### src/rtl/pipe5_fence_pkg.sv
// Shared types for the FENCE.I cache maintenance sequencer.
// The state encoding is fixed so that IDLE is the all-zero reset value.
package pipe5_fence_pkg;

   typedef enum logic [2:0] {
      IDLE   = 3'd0,
      DRAIN  = 3'd1,
      DFLUSH = 3'd2,
      IFLUSH = 3'd3,
      DONE   = 3'd4
   } fence_state_t;

   localparam int FLUSH_TIMEOUT_DEFAULT = 1024;

endpackage

### src/rtl/pipe5_fence_if.sv
// Handshake bundle between hazard logic, the fence sequencer and the cache control ports.
// fence_cycles exists only when PIPE5_FENCE_PERF_EN is defined.
interface pipe5_fence_if #(
   parameter int PERF_W = 32
);

   logic ifence;
   logic d_mem_busy;
   logic dcache_flush;
   logic dcache_flush_done;
   logic icache_clear;
   logic icache_clear_done;
   logic dflushed;
   logic iflushed;
   logic fence_busy;
   logic fence_timeout;

   if (PERF_W < 1) begin : g_bad_perf_w
      $error("pipe5_fence_if: PERF_W must be at least 1");
   end

`ifdef PIPE5_FENCE_PERF_EN
   logic [PERF_W-1:0] fence_cycles;

   modport master (
      input  ifence, d_mem_busy, dcache_flush_done, icache_clear_done,
      output dcache_flush, icache_clear, dflushed, iflushed,
      output fence_busy, fence_timeout, fence_cycles
   );

   modport slave (
      output ifence, d_mem_busy, dcache_flush_done, icache_clear_done,
      input  dcache_flush, icache_clear, dflushed, iflushed,
      input  fence_busy, fence_timeout, fence_cycles
   );
`else
   modport master (
      input  ifence, d_mem_busy, dcache_flush_done, icache_clear_done,
      output dcache_flush, icache_clear, dflushed, iflushed,
      output fence_busy, fence_timeout
   );

   modport slave (
      output ifence, d_mem_busy, dcache_flush_done, icache_clear_done,
      input  dcache_flush, icache_clear, dflushed, iflushed,
      input  fence_busy, fence_timeout
   );
`endif

endinterface

### src/rtl/pipe5_fence_sequencer.sv
// FENCE.I sequencer: drain data accesses, flush the D-cache, then invalidate the I-cache.
// Optional busy-cycle counter is enabled with PIPE5_FENCE_PERF_EN.
module pipe5_fence_sequencer
   import pipe5_fence_pkg::*;
#(
   parameter int FLUSH_TIMEOUT = FLUSH_TIMEOUT_DEFAULT,
   parameter int PERF_W        = 32
) (
   input logic           CLK,
   input logic           RST,
   pipe5_fence_if.master bus
);

   localparam int WD_W = (FLUSH_TIMEOUT > 0) ? $clog2(FLUSH_TIMEOUT + 1) : 1;
   localparam logic [WD_W-1:0] WD_LAST = WD_W'((FLUSH_TIMEOUT > 0) ? FLUSH_TIMEOUT - 1 : 0);

   if (FLUSH_TIMEOUT < 0) begin : g_bad_timeout
      $error("pipe5_fence_sequencer: FLUSH_TIMEOUT must not be negative");
   end
   if (PERF_W < 1) begin : g_bad_perf_w
      $error("pipe5_fence_sequencer: PERF_W must be at least 1");
   end

   fence_state_t    state;
   fence_state_t    next_state;
   logic [WD_W-1:0] wd_cnt;
   logic            timeout_q;
   logic            in_flush;
   logic            step_done;
   logic            wd_hit;
   logic            step_complete;

   assign in_flush  = (state == DFLUSH) || (state == IFLUSH);
   assign step_done = ((state == DFLUSH) && bus.dcache_flush_done) ||
                      ((state == IFLUSH) && bus.icache_clear_done);
   assign wd_hit    = (FLUSH_TIMEOUT != 0) && in_flush && (wd_cnt == WD_LAST);
   // A watchdog expiry completes the step exactly as a real done pulse would.
   assign step_complete = step_done || wd_hit;

   always_comb begin
      next_state = state;
      case (state)
         IDLE:   if (bus.ifence) next_state = DRAIN;
         DRAIN: begin
            if (!bus.ifence)          next_state = IDLE;
            else if (!bus.d_mem_busy) next_state = DFLUSH;
         end
         DFLUSH: if (step_complete) next_state = bus.ifence ? IFLUSH : IDLE;
         IFLUSH: if (step_complete) next_state = bus.ifence ? DONE : IDLE;
         DONE:   if (!bus.ifence) next_state = IDLE;
         default: next_state = IDLE;
      endcase
   end

   // Watchdog restarts on every state change, so it is zero on entry to each flush state.
   always_ff @(posedge CLK) begin
      if (RST) begin
         state     <= IDLE;
         wd_cnt    <= '0;
         timeout_q <= 1'b0;
      end else begin
         state <= next_state;
         if (next_state != state) begin
            wd_cnt <= '0;
         end else if (in_flush) begin
            wd_cnt <= wd_cnt + 1'b1;
         end
         if (wd_hit && !step_done) begin
            timeout_q <= 1'b1;
         end
      end
   end

   assign bus.dcache_flush  = (state == DFLUSH);
   assign bus.icache_clear  = (state == IFLUSH);
   assign bus.dflushed      = (state == IFLUSH) || (state == DONE);
   assign bus.iflushed      = (state == DONE);
   assign bus.fence_busy    = (state != IDLE);
   assign bus.fence_timeout = timeout_q;

`ifdef PIPE5_FENCE_PERF_EN
   logic [PERF_W-1:0] perf_cnt;

   always_ff @(posedge CLK) begin
      if (RST) begin
         perf_cnt <= '0;
      end else if ((state != IDLE) && (perf_cnt != {PERF_W{1'b1}})) begin
         perf_cnt <= perf_cnt + 1'b1;
      end
   end

   assign bus.fence_cycles = perf_cnt;
`endif

endmodule

### src/flat_wrapper.sv
// flat-port wrapper written by rule: the top's interface ports become plain ports
module pipe5_fence_sequencer_flat import pipe5_fence_pkg::*;
#(
   parameter int FLUSH_TIMEOUT = FLUSH_TIMEOUT_DEFAULT,
   parameter int PERF_W        = 32
)
  (CLK, RST, bus_ifence, bus_d_mem_busy, bus_dcache_flush_done, bus_icache_clear_done, bus_dcache_flush, bus_icache_clear, bus_dflushed, bus_iflushed, bus_fence_busy, bus_fence_timeout);
  pipe5_fence_if #(.PERF_W(PERF_W)) bus_i ();
  input logic CLK;
  input logic RST;
  input wire logic [$bits(bus_i.ifence)-1:0] bus_ifence;
  input wire logic [$bits(bus_i.d_mem_busy)-1:0] bus_d_mem_busy;
  input wire logic [$bits(bus_i.dcache_flush_done)-1:0] bus_dcache_flush_done;
  input wire logic [$bits(bus_i.icache_clear_done)-1:0] bus_icache_clear_done;
  output wire logic [$bits(bus_i.dcache_flush)-1:0] bus_dcache_flush;
  output wire logic [$bits(bus_i.icache_clear)-1:0] bus_icache_clear;
  output wire logic [$bits(bus_i.dflushed)-1:0] bus_dflushed;
  output wire logic [$bits(bus_i.iflushed)-1:0] bus_iflushed;
  output wire logic [$bits(bus_i.fence_busy)-1:0] bus_fence_busy;
  output wire logic [$bits(bus_i.fence_timeout)-1:0] bus_fence_timeout;
  assign bus_i.ifence = bus_ifence;
  assign bus_i.d_mem_busy = bus_d_mem_busy;
  assign bus_i.dcache_flush_done = bus_dcache_flush_done;
  assign bus_i.icache_clear_done = bus_icache_clear_done;
  assign bus_dcache_flush = bus_i.dcache_flush;
  assign bus_icache_clear = bus_i.icache_clear;
  assign bus_dflushed = bus_i.dflushed;
  assign bus_iflushed = bus_i.iflushed;
  assign bus_fence_busy = bus_i.fence_busy;
  assign bus_fence_timeout = bus_i.fence_timeout;
  pipe5_fence_sequencer #(.FLUSH_TIMEOUT(FLUSH_TIMEOUT), .PERF_W(PERF_W)) u_core (.CLK(CLK), .RST(RST), .bus(bus_i));
endmodule
### config.mk
export PLATFORM = sky130hd
export DESIGN_NAME = pipe5_fence_sequencer_flat
export DESIGN_NICKNAME = d
export VERILOG_FILES = /design/src/rtl/pipe5_fence_pkg.sv /design/src/rtl/pipe5_fence_if.sv /design/src/rtl/pipe5_fence_sequencer.sv /design/src/flat_wrapper.sv
export SDC_FILE = /design/constraint.sdc
export NUM_CORES = 1
export LEC_CHECK = 0
export ABC_AREA = 1
export CAP_MARGIN = 20
export CORE_ASPECT_RATIO = 1.25
export CORE_MARGIN = 4
export CORE_UTILIZATION = 30
export DETAILED_ROUTE_END_ITERATION = 8
export GPL_TIMING_DRIVEN = 1
export HOLD_SLACK_MARGIN = 0.12
export SLEW_MARGIN = 20
export SYNTH_ARGS = -nofsm -noshare
export SYNTH_HDL_FRONTEND = slang
export SYNTH_SLANG_ARGS = --single-unit
export TNS_END_PERCENT = 50
### constraint.sdc
create_clock -name CLK -period 4.1 [get_ports CLK]
set_input_delay 0.41 -clock CLK [delete_from_list [all_inputs] [get_ports CLK]]
set_output_delay 0.41 -clock CLK [all_outputs]
set_load 0.03 [all_outputs]
==> results_dict.tcl <==
set metrics [dict create \
    synth-edff-count 0 \
    start_util_pct 31.1 \
    clock_path_buffers 2 \
    synth_top_area_cell "dfxtp_1" \
    totalPowerFinal_mw 0.260 \
    post-route-min-period_ps 2210 \
    cpLargestDelayFamily "buffers and inverters" \
    dp_cells 166 \
    viasPerCell 4.60 \
    syn_nets 129 \
    p_leak_nw 0.430 \
    pre_cts_ws_ps 2190 \
    p_int_mw 0.197 \
    cts.htree.levels 1 \
    combPwrFrac_pct 12.2 \
    syn_area_um2 826 \
    post_cts_buffers 0 \
    p_sw_mw 0.0628 \
    final_util_pct 37.4 \
    dp_hpwl_mm 1.39 \
    cp_common_cell "nor2_1" \
    syn_avg_cell_area_um2 6.77 \
    tns_ps 0 \
    path_buf_inv 2 \
    cp_cell_sequence "nor2_1 -> inv_1 -> nor2_1 -> clkdlybuf4s50_1" \
    gp_congestion 0.851 \
    report.final.slew_viol_count 0 \
    min_period_over_period_pct 53.9 \
    hold_class "register to register" \
    cts_tree "yes" \
    layout-drive-gt1-share_pct 8.82 \
    drcViolationCount 0 \
    ctsHoldBuffers 0 \
    grt_pass1_wl_mm 3.00 \
    core_area_um2 2650 \
    cp-start-kind "register" \
    post_cts_resize_count 0 \
    first_global_vias 761 \
    tightest_slew_ps 333 \
    synth_top_flop_cell "dfxtp_1" \
    overflow 0 \
    synth_top_area_share_pct 36.4 \
    fin_skew_ps 2.55 \
    crit_path_max_incr_delay_ps 700 \
    place_area_um2 967 \
    cp-end-kind "output pin" \
    via_count 782 \
    wl_per_cell_um 10.2 \
    crit_fanout 7 \
    io_pins 12 \
    fp.dieW_um 54.9 \
    cts_root_buf "clkbuf_4" \
    r2r_slack_ps 2280 \
    netlist_instances 122 \
    clk_latency_ps 270 \
    yosys_warnings 0 \
    rsz0062_at_grt "no" \
    max_freq_mhz 453 \
    ant_nets 0 \
    seqPwrFrac_pct 57.3 \
    pwr-share-clk_pct 30.6 \
    area_growth_pct 20.3 \
    critPathKind "register to output pin" \
    drtPass1Iterations 4 \
    whs_ps 523 \
    clkSinkCount 15 \
    grt_max_degree 12 \
    synth.area.top_cells "dfxtp_1 36%, nand2_1 11%, nor2_1 11%, inv_1 6.4%, nand3_1 4.2%" \
    p_sw_share_pct 24.2 \
    ys_top_cells_by_count "25 x nand2_1, 25 x nor2_1, 15 x dfxtp_1, 14 x inv_1, 7 x nand3_1" \
    cp.arrival_ps 1800 \
    num_rows 21 \
    die_area_um2 3660 \
    ys_ff_latch 15 \
    cp.required_ps 3690 \
    fin_area_um2 993 \
    final_hold_viol_count 0 \
    synth_cell_types 21 \
    routed_wl_mm 1.73 \
    ys_async_sr_fraction_pct 0 \
    max_slew_margin_pct 77.6 \
    power.density_nw_per_um2 261 \
    setup_viol_count_final 0 \
    die_h_um 66.7 \
    portBuffers 11 \
    clk_pin_slew_worst_paths_ps 80 \
    nNetsFinal 144 \
    status "completed" \
    ys_seq_area_share_pct 36.4 \
    fin_cells 170 \
    peakVddDrop_v 0.000111 \
    setup_ws_ps 1890 \
    antenna_found_initial 0 \
    grtUsageTotal_pct 11.0 \
    cts_buffers 3 \
    antennaDiodeCount 0 \
    slowest_stage "clkdlybuf4s50_1" \
    maxCapViolations 0 \
    drt_iter0_drc 20 \
]
placed cells by master, fill, tap and decap left out:
master | netlist | layout
nand2_1 | 25 | 25
inv_1 | 14 | 14
ha_1 | 1 | 1
inv_2 | 2 | 2
a21oi_1 | 5 | 5
nand2_2 | 4 | 4
mux2i_1 | 1 | 1
dfxtp_1 | 15 | 15
a31oi_1 | 1 | 1
nor2_1 | 25 | 25
xnor2_1 | 4 | 4
clkbuf_1 | 0 | 1
nor2_4 | 1 | 1
clkdlybuf4s50_1 | 0 | 11
a22oi_1 | 1 | 1
o21ai_0 | 2 | 2
nor2_2 | 2 | 2
nand4_1 | 3 | 3
xor2_1 | 4 | 4
clkbuf_4 | 0 | 3
o211ai_1 | 1 | 1
nor3_1 | 3 | 3
nand3_1 | 7 | 7
cell type report:
type	count	area, µm²
clock buffers	4	26.3
repair buffers	11	110
multi-input cells	90	454
fillers	295	1660
flip-flops and latches	15	300
inverters	16	60.1
well taps	34	42.5
power groups by stage:
stage / registers [mW] / clock network, mW / logic [mW]
4_1_cts: 0.149 / 0.0841 / 0.0317
3_3_place_gp: 0.152 / 0 / 0.0315
5_1_grt: 0.149 / 0.0907 / 0.0352
2_1_floorplan: 0.151 / 0 / 0.0210
3_5_place_dp: 0.152 / 0 / 0.0315
6_report: 0.149 / 0.0794 / 0.0316
worst paths after layout:
| path | startpoint | to | depth (start not counted) |
|---|---|---|---|
| max | u_core.state[1] | bus_iflushed | 4 |
| min | u_core.bus.fence_timeout | u_core.bus.fence_timeout | 2 |
| max reg2reg | u_core.state[1] | u_core.wd_cnt[0] | 11 |
| min reg2reg | u_core.bus.fence_timeout | u_core.bus.fence_timeout | 2 |
logic make-up after synthesis:
kind of cell | count (synthesis) | share of synthesized area [%]
AO/OA/AOI/OAI | 10 | 6.82
XOR/XNOR | 8 | 8.48
adder cells (fa/ha/maj) | 1 | 1.51
buffers and inverters | 17 | 8.64
flip-flops | 15 | 36.4
multiplexers | 1 | 1.21
AND/OR/NAND/NOR | 70 | 37.0
worst reg2reg max path: cells and delay by family, from the launching register on:
| family | cells | cell delay (ps) |
|---|---|---|
| AO/OA/AOI/OAI | 1 | 180 |
| AND/OR/NAND/NOR | 9 | 930 |
| flip-flops | 1 | 480 |
| buffers and inverters | 1 | 110 |
flip-flops by register name (all words and copies together), names as in the netlist:
register and count:
u_core.state 3, u_core.bus.fence_timeout 1, u_core.wd_cnt 11
metal layers:
layer / global-route usage [%] / wire length (µm) / share of wire (%)
met1: 13.4 / 820 / 48
met5: 0 / 0 / 0
met4: 2.74 / 0 / 0
met3: 2.91 / 61 / 3.5
met2: 18.6 / 844 / 49
Power figures use the tool's default switching activity.
